<file path="src/rtl/stopwatch_pkg.sv">
// Shared stopwatch definitions: FSM state encoding and the counter preset value.
package stopwatch_pkg;

    typedef enum logic [1:0] {
        IDLE  = 2'b00,
        RUN   = 2'b01,
        PAUSE = 2'b10,
        DONE  = 2'b11
    } state_e;

    // Value the down counter reloads to whenever cnt_clr pulses.
    localparam logic [4:0] CNT_PRESET = 5'd30;

endpackage : stopwatch_pkg

</file>
<file path="src/rtl/start_pause_ctrl_if.sv">
// Signal bundle between the start/pause controller and its surroundings.
// Level signals only: no handshake, every signal is sampled on each clk edge.
interface start_pause_ctrl_if;

    logic       pb_start;
    logic       cnt_zero;
    logic       count_en;
    logic       cnt_clr;
    logic [1:0] state;
    logic       done_led;

    modport master (
        output pb_start,
        output cnt_zero,
        input  count_en,
        input  cnt_clr,
        input  state,
        input  done_led
    );

    modport slave (
        input  pb_start,
        input  cnt_zero,
        output count_en,
        output cnt_clr,
        output state,
        output done_led
    );

endinterface : start_pause_ctrl_if

</file>
<file path="src/rtl/btn_debounce_onepulse.sv">
// Push-button conditioner: 2-flop synchronizer, shift-register debouncer with
// hysteresis, and a registered one-cycle press pulse.
module btn_debounce_onepulse #(
    parameter int DEB_LEN = 4
) (
    input  logic clk,
    input  logic rst,
    input  logic pb_raw,
    output logic pb_deb,
    output logic pb_press
);

    logic [1:0]         sync_q;
    logic [DEB_LEN-1:0] sr_q;
    logic               deb_q;
    logic               deb_dly_q;
    logic               press_q;

    always_ff @(posedge clk or posedge rst) begin
        if (rst) begin
            sync_q    <= '0;
            sr_q      <= '0;
            deb_q     <= 1'b0;
            deb_dly_q <= 1'b0;
            press_q   <= 1'b0;
        end else begin
            sync_q <= {sync_q[0], pb_raw};
            sr_q   <= {sr_q[DEB_LEN-2:0], sync_q[1]};
            // Mixed samples hold the previous level, so short bounces are ignored.
            if (&sr_q) begin
                deb_q <= 1'b1;
            end else if (~|sr_q) begin
                deb_q <= 1'b0;
            end
            deb_dly_q <= deb_q;
            press_q   <= deb_q & ~deb_dly_q;
        end
    end

    assign pb_deb   = deb_q;
    assign pb_press = press_q;

endmodule : btn_debounce_onepulse

</file>
<file path="src/rtl/start_pause_ctrl.sv">
// Start/pause control for the 30 s down counter: button conditioning plus a Moore
// IDLE/RUN/PAUSE/DONE FSM. Define START_PAUSE_LONG_PRESS_CLR_EN for long-press abort.
module start_pause_ctrl
    import stopwatch_pkg::*;
#(
    parameter int DEB_LEN    = 4,
    parameter int LONG_PRESS = 200
) (
    input  logic                 clk,
    input  logic                 rst,
    start_pause_ctrl_if.slave    bus
);

    logic   pb_deb;
    logic   pb_press;
    logic   lp_fire;

    state_e state_q, state_d;
    logic   clr_d;
    logic   clr_req_q;
    logic   cnt_clr_q;
    logic   count_en_q;
    logic   done_led_q;

    btn_debounce_onepulse #(
        .DEB_LEN (DEB_LEN)
    ) u_btn (
        .clk      (clk),
        .rst      (rst),
        .pb_raw   (bus.pb_start),
        .pb_deb   (pb_deb),
        .pb_press (pb_press)
    );

`ifdef START_PAUSE_LONG_PRESS_CLR_EN
    localparam int             HW        = $clog2(LONG_PRESS + 1);
    localparam logic [HW-1:0]  HOLD_MAX  = HW'(LONG_PRESS);
    localparam logic [HW-1:0]  HOLD_FIRE = HW'(LONG_PRESS - 1);
    localparam logic [HW-1:0]  HOLD_ONE  = HW'(1);

    logic [HW-1:0] hold_cnt_q;

    // Saturating at LONG_PRESS keeps the fire compare from matching twice per hold.
    always_ff @(posedge clk or posedge rst) begin
        if (rst) begin
            hold_cnt_q <= '0;
        end else if (!pb_deb) begin
            hold_cnt_q <= '0;
        end else if (hold_cnt_q != HOLD_MAX) begin
            hold_cnt_q <= hold_cnt_q + HOLD_ONE;
        end
    end

    assign lp_fire = pb_deb && (hold_cnt_q == HOLD_FIRE);
`else
    logic unused_lp;
    assign unused_lp = pb_deb ^ LONG_PRESS[0];
    assign lp_fire   = 1'b0;
`endif

    always_comb begin
        state_d = state_q;
        clr_d   = 1'b0;
        if (lp_fire) begin
            state_d = IDLE;
            clr_d   = 1'b1;
        end else begin
            case (state_q)
                IDLE:    if (pb_press) state_d = RUN;
                // End of countdown outranks a coincident press.
                RUN: begin
                    if (bus.cnt_zero)  state_d = DONE;
                    else if (pb_press) state_d = PAUSE;
                end
                PAUSE:   if (pb_press) state_d = RUN;
                DONE: begin
                    if (pb_press) begin
                        state_d = IDLE;
                        clr_d   = 1'b1;
                    end
                end
                default: state_d = IDLE;
            endcase
        end
    end

    // Outputs are decoded from the next state so they change on the same edge as state_q.
    always_ff @(posedge clk or posedge rst) begin
        if (rst) begin
            state_q    <= IDLE;
            count_en_q <= 1'b0;
            done_led_q <= 1'b0;
            clr_req_q  <= 1'b0;
            cnt_clr_q  <= 1'b0;
        end else begin
            state_q    <= state_d;
            count_en_q <= (state_d == RUN);
            done_led_q <= (state_d == DONE);
            clr_req_q  <= clr_d;
            cnt_clr_q  <= clr_req_q;
        end
    end

    assign bus.state    = state_q;
    assign bus.count_en = count_en_q;
    assign bus.done_led = done_led_q;
    assign bus.cnt_clr  = cnt_clr_q;

endmodule : start_pause_ctrl

</file>
<file path="src/flat_wrapper.sv">
// flat-port wrapper written by rule: the top's interface ports become plain ports
module start_pause_ctrl_flat import stopwatch_pkg::*;
#(
    parameter int DEB_LEN    = 4,
    parameter int LONG_PRESS = 200
)
  (clk, rst, bus_pb_start, bus_cnt_zero, bus_count_en, bus_cnt_clr, bus_state, bus_done_led);
  start_pause_ctrl_if bus_i ();
  input  logic clk;
  input  logic rst;
  input wire logic [$bits(bus_i.pb_start)-1:0] bus_pb_start;
  input wire logic [$bits(bus_i.cnt_zero)-1:0] bus_cnt_zero;
  output wire logic [$bits(bus_i.count_en)-1:0] bus_count_en;
  output wire logic [$bits(bus_i.cnt_clr)-1:0] bus_cnt_clr;
  output wire logic [$bits(bus_i.state)-1:0] bus_state;
  output wire logic [$bits(bus_i.done_led)-1:0] bus_done_led;
  assign bus_i.pb_start = bus_pb_start;
  assign bus_i.cnt_zero = bus_cnt_zero;
  assign bus_count_en = bus_i.count_en;
  assign bus_cnt_clr = bus_i.cnt_clr;
  assign bus_state = bus_i.state;
  assign bus_done_led = bus_i.done_led;
  start_pause_ctrl #(.DEB_LEN(DEB_LEN), .LONG_PRESS(LONG_PRESS)) u_core (.clk(clk), .rst(rst), .bus(bus_i));
endmodule
</file>
<file path="config.mk">
export PLATFORM = sky130hd
export DESIGN_NAME = start_pause_ctrl_flat
export DESIGN_NICKNAME = d
export VERILOG_FILES = /design/src/rtl/stopwatch_pkg.sv /design/src/rtl/start_pause_ctrl_if.sv /design/src/rtl/btn_debounce_onepulse.sv /design/src/rtl/start_pause_ctrl.sv /design/src/flat_wrapper.sv
export SDC_FILE = /design/constraint.sdc
export NUM_CORES = 1
export LEC_CHECK = 0
export CAP_MARGIN = 0
export CORE_MARGIN = 2
export CORE_UTILIZATION = 30
export CTS_BUF_LIST = sky130_fd_sc_hd__clkbuf_8
export DETAILED_ROUTE_END_ITERATION = 10
export PLACE_DENSITY = 0.55
export SETUP_SLACK_MARGIN = 0.1
export SLEW_MARGIN = 5
export SYNTH_ARGS = -nofsm -noshare
export SYNTH_HDL_FRONTEND = slang
export SYNTH_SLANG_ARGS = --single-unit
</file>
<file path="constraint.sdc">
create_clock -name clk -period 1.7 [get_ports clk]
set_clock_uncertainty 0.1 [all_clocks]
set_input_delay 0.255 -clock clk [delete_from_list [all_inputs] [get_ports clk]]
set_output_delay 0.255 -clock clk [all_outputs]
set_load 0.02 [all_outputs]
</file>
==> results of run 1 <==
## final cells by class
class / count / area, sq um
fill: 145 / 878
timing repair buffer: 8 / 77.6
tap: 16 / 20.0
multi-input combinational: 15 / 105
clock buffer: 3 / 41.3
inverter: 1 / 3.75
clock inverter: 1 / 5.00
sequential: 15 / 375
## worst register-to-register path, cell delays in order (launching register included)
cell                      delay [ps]
sky130_fd_sc_hd__dfrtp_1         400
sky130_fd_sc_hd__o41ai_2         330
sky130_fd_sc_hd__nand2_1          80
## cells by family after synthesis
family | Yosys count | share of synthesized area (%)
simple gates | 9 | 10.3
buf+inv | 1 | 0.774
compound gates | 4 | 6.98
mux | 2 | 4.39
flops | 15 | 77.5
## state kept, by name, indices dropped and copies added (netlist names)
| register | count |
|---|---|
| u_core.u_btn.sr_q | 4 |
| u_core.bus.state | 2 |
| u_core.u_btn.sync_q | 2 |
| u_core.bus.cnt_clr | 1 |
| u_core.bus.count_en | 1 |
| u_core.bus.done_led | 1 |
| u_core.clr_req_q | 1 |
| u_core.u_btn.deb_dly_q | 1 |
| u_core.u_btn.pb_deb | 1 |
| u_core.u_btn.pb_press | 1 |
## power by group through the flow
stage / logic, mW / clock network, mW / registers (mW)
finish: 0.241 / 0.278 / 0.492
global route: 0.261 / 0.320 / 0.507
floorplan: 0.0820 / 0 / 0.550
detailed placement: 0.261 / 0 / 0.501
global placement: 0.257 / 0 / 0.491
CTS: 0.246 / 0.292 / 0.493
## what timing repair did
item,CTS,global route
setup buffers,0,0
endpoints found under the setup margin,2,0
resized for setup,2,0
## per-layer routing
metal  wire length, microns  global-route usage, %
met1                    295                   9.81
met2                    362                   14.1
met3                     38                   8.57
met4                     19                   6.67
met5                      0                      0
## cells in the mapped netlist
library cell / count / area (sq um)
sky130_fd_sc_hd__nor2_1: 1 / 3.75
sky130_fd_sc_hd__inv_1: 1 / 3.75
sky130_fd_sc_hd__nand2_1: 1 / 3.75
sky130_fd_sc_hd__o21ai_0: 1 / 5.00
sky130_fd_sc_hd__a21oi_1: 1 / 5.00
sky130_fd_sc_hd__a21boi_1: 1 / 7.51
sky130_fd_sc_hd__and2_1: 1 / 6.26
sky130_fd_sc_hd__nor2b_1: 1 / 6.26
sky130_fd_sc_hd__mux2i_1: 1 / 10.0
sky130_fd_sc_hd__nor3_1: 1 / 5.00
sky130_fd_sc_hd__and3_1: 1 / 6.26
sky130_fd_sc_hd__nand4_1: 1 / 6.26
sky130_fd_sc_hd__nand2b_1: 2 / 12.5
sky130_fd_sc_hd__mux2_2: 1 / 11.3
sky130_fd_sc_hd__dfrtp_1: 15 / 375
sky130_fd_sc_hd__o41ai_2: 1 / 16.3
## final timing paths
kind                                                  start                              end  slack, ps  depth (start not counted)
setup / recovery              u_core.bus.count_en$_DFF_PP0_                     bus_count_en        170                          1
hold / removal             u_core.u_btn.sync_q[1]$_DFF_PP0_   u_core.u_btn.sr_q[0]$_DFF_PP0_        250                          0
setup reg to reg             u_core.u_btn.sr_q[1]$_DFF_PP0_  u_core.u_btn.pb_deb$_DFFE_PP0P_        670                          2
hold reg to reg            u_core.u_btn.sync_q[1]$_DFF_PP0_   u_core.u_btn.sr_q[0]$_DFF_PP0_        250                          0
max in group asynchronous                               rst   u_core.u_btn.sr_q[2]$_DFF_PP0_        880                          2
min in group asynchronous                               rst    u_core.bus.done_led$_DFF_PP0_        260                          2
## stage by stage
step / setup WS (ps) / total power, mW / cells
2_1_floorplan: 628 / 0.632 / 31
3_3_place_gp: 329 / 0.747 / 55
3_5_place_dp: 296 / 0.762 / 55
4_1_cts: 161 / 1.03 / 59
5_1_grt: 137 / 1.09 / 59
6_report: 174 / 1.01 / 59
==> metrics list, run 1 <==
* CTS tree: built
- Effective utilization at floorplan: 32.1%
* Number of design rule violations left after detail routing: 0
- Setup repair after global routing left no endpoint under its margin.
- The die is around 44 microns tall.
- Diodes inserted: 0
* Top delay family on crit path: buffers and inverters
- The mapped netlist covers around 480 sq um.
- Proportion of power drawn by the clock network: between 20% and 30%
- Root Driver: sky130_fd_sc_hd__clkbuf_8
- Post-synthesis sequential area ratio: between 70 and 80%
- Clk_lat worst skew: 240 ps
- Per-cell routed wire length: 12.1 microns
- No sink is reached through more buffers than the 2 on the longest clock path.
- The analysis attributes to net switching a power of ~0.29 mW.
* Routed Antenna Nets: 0
* HPWL reported at the end of detailed placement: a little over 500 microns
* Final Slew Violations: 0
- In this design, the stage delay of the slowest critical-path cell is 600 ps.
* Signal arrival time at the worst endpoint: 1170 ps
- Fraction of final layout cells with drive strength greater than 1: between 10% and 20%
- Via count of the first global-routing pass: 320
- For this design, the sink count on the clock tree is 15.
* Maximum operating frequency: 655 MHz
* Max-cap viol count: 0
* Synth Net Count: 35
- In this run the core area contains 14 standard-cell rows.
* Post-synthesis to final-layout area growth: 29.7%
- Number of cells produced by synthesis: 31
- CORE AREA: 1510 sq um
- Summing all placed instances gives a cell area of 584 sq um.
- Summed over all cells, the static leakage comes to about 0.29 nW.
* Crit path capture type: output pin
- Wires add up to 715 microns.
- The worst pin sits at a relative slew slack of 63.7%.
- The run finished with clean final reports.
- The critical path in this run is classified as flop to output pin.
- Max Fanout on Critical Path: 1
- Across the VDD grid, the largest voltage drop is between 0.6 and 0.7 mV.
- After detailed routing, the number of vias per cell comes to 4.76.
- 9 I/O pins were placed.
- Yosys printed 0 warnings.
- The die covers 1950 sq um.
* Global route total overflow: 0
- Measured on the finished design, the core utilization comes to 41.7%.
* GRT Total Usage: about a tenth
- At the pin with the least slew margin, the transition time is 544 ps.
- Crit start category: flop
- The worst path needs 1530 ps of the cycle, external delays included.
* Nets: 48
* Maximum number of pins on one net before global-route repair: 16
* Count of buffer and inverter cells on the critical path: 1
- In this run switching power makes up between 20% and 30% of total power.
- Via count of the routed design: 281
- Final Hold Slack: between 200 and 250 ps
- Path category of the worst min-delay check: flop to flop
- Clock tree synthesis inserted a total of 3 buffers.
* H-tree levels: 1
- Power density over the cells: between 1500 and 2000 nW/um^2
- In the layout the commonest cells are sky130_fd_sc_hd__dfrtp_1, sky130_fd_sc_hd__clkdlybuf4s50_1, sky130_fd_sc_hd__clkbuf_8, sky130_fd_sc_hd__nand2b_1, sky130_fd_sc_hd__dlygate4sd2_1.
- The critical path goes through clkdlybuf4s50_1.
- Of the total power, registers draw 48.7%.
- Measured along the x axis, the die boundary spans roughly 44 microns.
* Standard cell with the maximum stage delay on the critical path: sky130_fd_sc_hd__clkdlybuf4s50_1
- Final hold vios: 0
- Initial DRC count: 0
- Count of port buffers added during placement: 8
- For this run, the detailed router's first-pass iteration total came to 1.
* Clock-pin transition on the worst setup and hold timing paths: 60 ps
- Setup Viol. Count Final: 0
- Summed over all failing endpoints, the final setup total negative slack is 0 ps.
- Flip-flop and latch count after synthesis: 15
- Most frequent standard cell in the layout excluding fill and tap cells: sky130_fd_sc_hd__dfrtp_1
- Design internal power: 0.719 mW
- Initial antenna violation count: 0
- The average instance in the mapped netlist occupies between 15 and 20 sq um.
- The number of hold buffers added after CTS was 0.
- Routability-driven placement finished with a final weighted congestion of around 0.7.
* First-pass GRT wire length: 1290 microns
- The share of total power dissipated in combinational logic is 23.9%.
- Critical Path RT: 1340 ps
- Post-layout instance area: roughly 630 sq um
- Synthesis instantiated 16 different standard cells from the library.
- Portion of the clock cycle consumed by the worst path in the final layout: 89.8%
No activity file was read; power rests on OpenSTA's default activity.
==> run 2, diff against run 1 <==
--- a/config.mk
+++ b/config.mk
@@ -6,11 +6,14 @@
 export NUM_CORES = 1
 export LEC_CHECK = 0
 export CAP_MARGIN = 0
+export CELL_PAD_IN_SITES_DETAIL_PLACEMENT = 0
+export CELL_PAD_IN_SITES_GLOBAL_PLACEMENT = 1
 export CORE_MARGIN = 2
 export CORE_UTILIZATION = 30
 export CTS_BUF_LIST = sky130_fd_sc_hd__clkbuf_8
 export DETAILED_ROUTE_END_ITERATION = 10
-export PLACE_DENSITY = 0.55
+export PLACE_DENSITY = 0.63
+export RECOVER_POWER = 25
 export SETUP_SLACK_MARGIN = 0.1
 export SLEW_MARGIN = 5
 export SYNTH_ARGS = -nofsm -noshare
==> run 2 against run 1 <==
Utilization shrank 0.083 points. Cell area is 0.20% lower. Flip-flop and latch count is the same. Final cell count unchanged. Highest routed layer is now met3. Maximum frequency increased by 0.91%. Die area unchanged. Non-clock buffer count unchanged. Routed wire length is 0.42% higher.
==> metrics list, run 2 (synthesis results as in run 1) <==
- First-pass GRT wire length: 1340 microns (+3.7%)
* Area taken by multi-input logic gates: 105 sq um (unchanged)
- Die width: 44.2 microns (unchanged)
- The peak supply drop was 0.665 mV (+7.2%).
* Post-synthesis to final-layout area growth: 29.5%
- The placeable core region is 1510 sq um (unchanged).
* Setup slack on the worst flop-to-flop path: 640 ps (-30 ps)
* Site Rows: 14 (unchanged)
- The peak clock frequency supported by timing was 661 MHz (+0.91%).
- The number of clock sinks seen by CTS came to 15 (unchanged).
- Global route total overflow: 0 (unchanged)
- The length of the first detailed-routing pass in iterations came to 3 (+2).
- The final hold violation count is 0 (unchanged).
* Endpoint of the lowest-slack register-to-register path: u_core.u_btn.pb_deb$_DFFE_PP0P_
- Portion of the clock cycle consumed by the worst path in the final layout: 89.0% (-0.81 points)
- The tightest hold margin is 246 ps (-2.66 ps).
- Power, Total: 0.998 mW (-1.4%)
- The relative contribution of the clock network to total power was 26.0% (-1.5 points).
* Setup Viol. Count Final: 0 (unchanged)
- The required time of the critical path came to 1340 ps (about the same).
- Crit path capture type: output pin
- Total Routed Length: 718 microns (+0.42%)
- The area of the die is 1950 sq um (unchanged).
- The biggest fanout along the worst timing path was 1 (unchanged).
- Worst Min Path Start: u_core.u_btn.sync_q[0]$_DFF_PP0_
* Critical-path cell list: clkdlybuf4s50_1
* Standard cell with the maximum stage delay on the critical path: sky130_fd_sc_hd__clkdlybuf4s50_1
- CTS Buf Count: 3 (unchanged)
- Worst-case hold path end point: u_core.u_btn.sync_q[1]$_DFF_PP0_
- The number of nets with antenna violations after detailed routing is 0 (unchanged).
- The average wire per cell in the routed design is 12.2 microns (+0.42%).
- Clock tree buffer depth: 2 (unchanged)
* Biggest cell delay along the critical path: 600 ps (about the same)
* Nets: 48 (unchanged)
- Via count of the routed design: 267 (-5.0%)
- The total of buffers placed on input and output ports came to 8 (unchanged).
* Die height: 44.2 microns (unchanged)
- The critical path arrival came to 1160 ps (about the same).
- The global router's overall resource usage was 9.84% (-0.23 points).
- Leaving out fill and tap cells, the most frequent cell in the layout is sky130_fd_sc_hd__dfrtp_1.
- The register with the most flip-flops in the final layout is u_core.u_btn.sr_q.
* Remaining max-slew budget at the tightest pin: 64.0% (+0.25 points)
* Initial antenna violation count: 0 (unchanged)
- Via count of the first global-routing pass: 307 (-4.1%)
- Minimum period implied by the final worst setup slack: 1510 ps (-13.8 ps)
- Tightest Pin Transition: 540 ps (-3.77 ps)
* Top library cells by usage in the layout, fill and taps aside: sky130_fd_sc_hd__dfrtp_1, sky130_fd_sc_hd__clkdlybuf4s50_1, sky130_fd_sc_hd__clkbuf_8
* Placed cells: 55 (unchanged)
- Net switching share of the total power: 28.3% (-0.68 points)
- The flip-flop count of the largest register after layout is 4 (unchanged).
- The final routed DRC violation total is 0 (unchanged).
- Clock tree synthesis selected as its root buffer the cell sky130_fd_sc_hd__clkbuf_8.
- Diodes inserted: 0 (unchanged)
- The leakage dissipation came to 0.292 nW (+0.58%).
- The last weighted congestion value of the routability-driven placer was 0.648 (-9.5%).
- Power density over the cells: 1590 nW/um^2 (-1.2%)
- The number of max-cap violations was 0 (unchanged).
- Setup CP Type: flop to output pin
- Crit start category: flop
- CTS tree: built
- The share of post-route cells with drive strength above 1 is 11.6% (-2.3 points).
- Clock-pin transition on the worst setup and hold timing paths: 50 ps (about the same)
- HPWL reported at the end of detailed placement: 544 microns (+5.1%)
- IO Count: 9 (unchanged)
- Maximum number of pins on one net before global-route repair: 16 (unchanged)
- Result of the run: completed
- The worst hold path cell count is 0 (unchanged).
- The logic gate share of total power is 24.3% (+0.4 points).
- In this run the worst hold path is classified as flop to flop.
- Total Neg Setup Slack: 0 ps (unchanged)
- Setup repair after global routing left no endpoint under its margin.
* Hold-fix buffers, CTS: 0 (unchanged)
- The DRC violation total after the first TritonRoute iteration came to 1 (+1).
- The number of levels the H-tree was split into is 1 (unchanged).
- DR vias/cell: 4.53 (-5.0%)
- The cell count of the worst reg-to-reg path is 2 (unchanged).
- The internal power contribution came to 0.715 mW (-0.45%).
- The number of buffer and inverter instances along the worst setup path is 1 (unchanged).
- The worst register-to-register path begins at u_core.u_btn.sr_q[1]$_DFF_PP0_.
- The flip-flop and latch area was 375 sq um (unchanged).
* Clk_lat worst skew: 240 ps (about the same)
* Effective utilization at floorplan: 32.1% (unchanged)
- The count of placed standard cells in the final layout, fillers left out came to 59 (unchanged).
- In this design, the largest share of critical-path delay is due to buffers and inverters.
- Switching power: 0.282 mW (-3.7%)
* Final Slew Violations: 0 (unchanged)
* Part of the total power dissipated in sequential elements: 49.7% (+1.0 points)
- The filler cell count is 148 (+2.1%).
- The end-of-flow core utilization is 41.6% (-0.083 points).
## run 2: final cells by class
type,instances,share of cell area [%]
Clock inverter,1,0.599
Inverter,1,0.599
Tap cell,16,3.19
Timing Repair Buffer,8,12.4
Clock buffer,3,6.59
Sequential cell,15,59.9
Multi-Input combinational cell,15,16.8
## run 2: layer usage
metal  global-route usage, %  part of all wire [%]  routed length [microns]  vias up
li1                        -                     -                        -      128
met2                    15.3                    52                      373        7
met1                    11.5                    41                      296      132
met4                    5.45                     0                        0        0
met5                       0                     0                        0        -
met3                    4.08                   6.7                       48        0
## run 2: stage by stage
step | instance area [sq um] | setup slack [ps]
2_1_floorplan | 484 | 628
3_3_place_gp | 584 | 328
3_5_place_dp | 584 | 294
4_1_cts | 627 | 175
5_1_grt | 627 | 148
6_report | 627 | 188
## run 2: repair_timing
item | CTS | global route
buffers inserted | 0 | 0
setup endpoints to repair | 2 | 0
resized for setup | 2 | 0
## run 2: worst max path at each step
stage	startpoint	end	slack, ps	depth (start not counted)
detailed placement	u_core.bus.state[0]$_DFF_PP0_	bus_state[0]	290	1
global placement	u_core.bus.state[1]$_DFF_PP0_	bus_state[1]	330	1
global route	u_core.bus.done_led$_DFF_PP0_	bus_done_led	150	1
floorplan	u_core.bus.state[0]$_DFF_PP0_	u_core.bus.count_en$_DFF_PP0_	630	1
finish	u_core.bus.count_en$_DFF_PP0_	bus_count_en	190	1
CTS	u_core.bus.count_en$_DFF_PP0_	bus_count_en	180	1
## run 2: power by group through the flow
stage	Combinational, mW	Clock [mW]	Sequential, mW
2_1_floorplan	0.0820	0	0.550
3_3_place_gp	0.258	0	0.490
3_5_place_dp	0.262	0	0.503
4_1_cts	0.248	0.270	0.496
5_1_grt	0.262	0.294	0.509
6_report	0.243	0.259	0.495
==> run 3, diff against run 2 <==
==> constraint.sdc (replaced) <==
create_clock -name clk -period 1.45 [get_ports clk]
set_clock_uncertainty 0.1 [all_clocks]
set_input_delay 0.2175 -clock clk [delete_from_list [all_inputs] [get_ports clk]]
set_output_delay 0.2175 -clock clk [all_outputs]
set_load 0.02 [all_outputs]
==> run 3 against run 2 <==
Routed wire length rose by 7.4%. Largest power group unchanged. Count of clock-buffer cells in the layout did not move. Global-route usage rose by 1.1 points. Critical endpoint is now bus_state[0]. Critical path type unchanged. Final cell count increased by 5.1%. Largest cell class unchanged. Combinational power increased by 39%.
==> metrics list, run 3 (synthesis results as in run 1) <==
* Total Routed Length: 771 microns (+7.4%)
- Number of design rule violations left after detail routing: 0 (unchanged)
* Portion of the clock cycle consumed by the worst path in the final layout: 87.4%
* CORE AREA: 1510 sq um (unchanged)
- The final standard cell area without fillers was 642 sq um (+2.4%).
- Worst-case vdd ir drop: 0.759 mV (+14%)
* Final hold vios: 0 (unchanged)
- Die height: 44.2 microns (unchanged)
- CTS tree: built
- Clk_lat worst skew: 240 ps (about the same)
- The global router's overall resource usage came to 10.9% (+1.1 points).
* Remaining max-slew budget at the tightest pin: 49.4% (-15 points)
- Site Rows: 14 (unchanged)
- The tree is rooted in a sky130_fd_sc_hd__clkbuf_8.
* Power, Total: 1.20 mW (+21%)
- The setup-violating endpoint count in the final report is 0 (unchanged).
* H-tree levels: 1 (unchanged)
- Nets: 51 (+6.3%)
- The critical path arrival came to 950 ps (-210 ps).
- Based on the critical path, the design can be clocked at up to 789 MHz.
* Top library cells by usage in the layout, fill and taps aside: sky130_fd_sc_hd__dfrtp_1, sky130_fd_sc_hd__dlygate4sd2_1, sky130_fd_sc_hd__clkbuf_8
- The number of nets with antenna violations after detailed routing is 0 (unchanged).
- Initial DRC count: 1 (unchanged)
* Critical Path RT: 1130 ps (-210 ps)
* Standard cell with the maximum stage delay on the critical path: sky130_fd_sc_hd__dfrtp_1
- The worst hold path belongs to the class flop to flop.
* IO Count: 9 (unchanged)
* Final core occ: 42.6% (+1.0 points)
- The number of clock sinks seen by CTS is 15 (unchanged).
- The worst setup path is captured at an output pin.
- The flip-flop and latch area came to 375 sq um (unchanged).
- Effective utilization at floorplan: 32.1% (unchanged)
- The critical path goes through dlygate4sd2_1.
* Clock tree buffer depth: 2 (unchanged)
- The biggest fanout along the worst timing path came to 2 (+1).
* Maximum number of pins on one net before global-route repair: 16 (unchanged)
* Max-cap viol count: 0 (unchanged)
* Placed cells: 58 (+5.5%)
- Final Slew Violations: 0 (unchanged)
- Post-detailed-placement cell area: 607 sq um (+3.9%)
- The wire length of the first global-routing pass came to 1360 microns (+1.6%).
- Compared with the post-synthesis result, the final layout area differs by 32.6%.
- The measured slew at the worst slew-check pin came to 759 ps (+219 ps).
- Area taken by multi-input logic gates: 105 sq um (unchanged)
* Number of fillers in the final layout: 137 (-7.4%)
- The tightest hold margin was 246 ps (-0.0360 ps).
- Via count of the routed design: 287 (+7.5%)
- Per-cell routed wire length: 12.4 microns (+2.2%)
* Die area: 1950 sq um (unchanged)
* Power density over the cells: 1880 nW/um^2 (+18%)
- The flow ran to the end, and the final reports show no timing, DRC or antenna violations.
* Routability cong.: 0.756 (+17%)
- Initial antenna violation count: 0 (unchanged)
* Count of buffer and inverter cells on the critical path: 1 (unchanged)
- Reg with most FFs: u_core.u_btn.sr_q
* Fraction of final layout cells with drive strength greater than 1: 15.2% (+3.6 points)
- Setup CP Type: flop to output pin
- Top delay family on crit path: flip-flops
* CTS Buf Count: 3 (unchanged)
- The length of the first detailed-routing pass in iterations came to 2 (-1).
- STA classifies the critical path startpoint as a flop.
- Setup repair after global routing missed its margin: false
* Global route total overflow: 0 (unchanged)
- Diodes inserted: 0 (unchanged)
- The via density per instance was 4.63 (+2.3%).
- The number of global-route vias before repair is 291 (-5.2%).
* Biggest cell delay along the critical path: 380 ps (-220 ps)
* # Post-CTS Setup Buffers: 0 (unchanged)
- The total of buffers placed on input and output ports came to 8 (unchanged).
- Post-layout worst setup margin: 182 ps (-5.67 ps)
* Setup slack on the worst flop-to-flop path: 410 ps (-230 ps)
- Post-Place Setup Slack: 186 ps (-108 ps)
- The clock period could shrink to 1270 ps.
* Static leakage: 0.312 nW (+7.0%)
- The flip-flop count of the largest register after layout came to 4 (unchanged).
- Die width: 44.2 microns (unchanged)
- The count of placed standard cells in the final layout, fillers left out came to 62 (+5.1%).
- Total Neg Setup Slack: 0 ps (unchanged)
- Most frequent standard cell in the layout excluding fill and tap cells: sky130_fd_sc_hd__dfrtp_1
- The clock transition at the register clock pins on the worst setup and hold paths after CTS came to 50 ps (about the same).
run 3: routing by layer:
metal,routed length (microns),vias up,track usage (%)
met5,0,-,0
met4,36,0,10.9
met3,38,5,3.67
met2,413,8,16.8
met1,283,138,11.4
li1,-,136,-
run 3: where the power goes:
| group | switching [mW] | total [mW] | internal [mW] |
|---|---|---|---|
| sequential | 0.0452 | 0.552 | 0.506 |
| clock | 0.130 | 0.317 | 0.187 |
| combinational | 0.177 | 0.337 | 0.159 |
run 3: area by class of cell:
cell class / count / share of cell area [%]
Tap cell: 16 / 3.12
Clock inverter: 1 / 0.585
Sequential cell: 15 / 58.5
Inverter: 1 / 0.585
Timing Repair Buffer: 11 / 14.4
Multi-Input combinational cell: 15 / 16.4
Clock buffer: 3 / 6.43
run 3: worst paths after layout:
kind / depth (start not counted) / end / startpoint
hold reg to reg: 0 / u_core.bus.cnt_clr$_DFF_PP0_ / u_core.clr_req_q$_DFF_PP0_
max in group asynchronous: 3 / u_core.bus.state[0]$_DFF_PP0_ / rst
setup reg to reg: 2 / u_core.u_btn.pb_deb$_DFFE_PP0P_ / u_core.u_btn.sr_q[1]$_DFF_PP0_
setup / recovery: 1 / bus_state[0] / u_core.bus.state[0]$_DFF_PP0_
min in group asynchronous: 3 / u_core.bus.done_led$_DFF_PP0_ / rst
hold / removal: 0 / u_core.bus.cnt_clr$_DFF_PP0_ / u_core.clr_req_q$_DFF_PP0_
run 3: repair_timing:
item / in CTS / in global routing
gates resized for setup: 5 / 0
setup endpoints to repair: 5 / 0
hold buffers: 0 / 0
hold endpoints to repair: 0 / 0
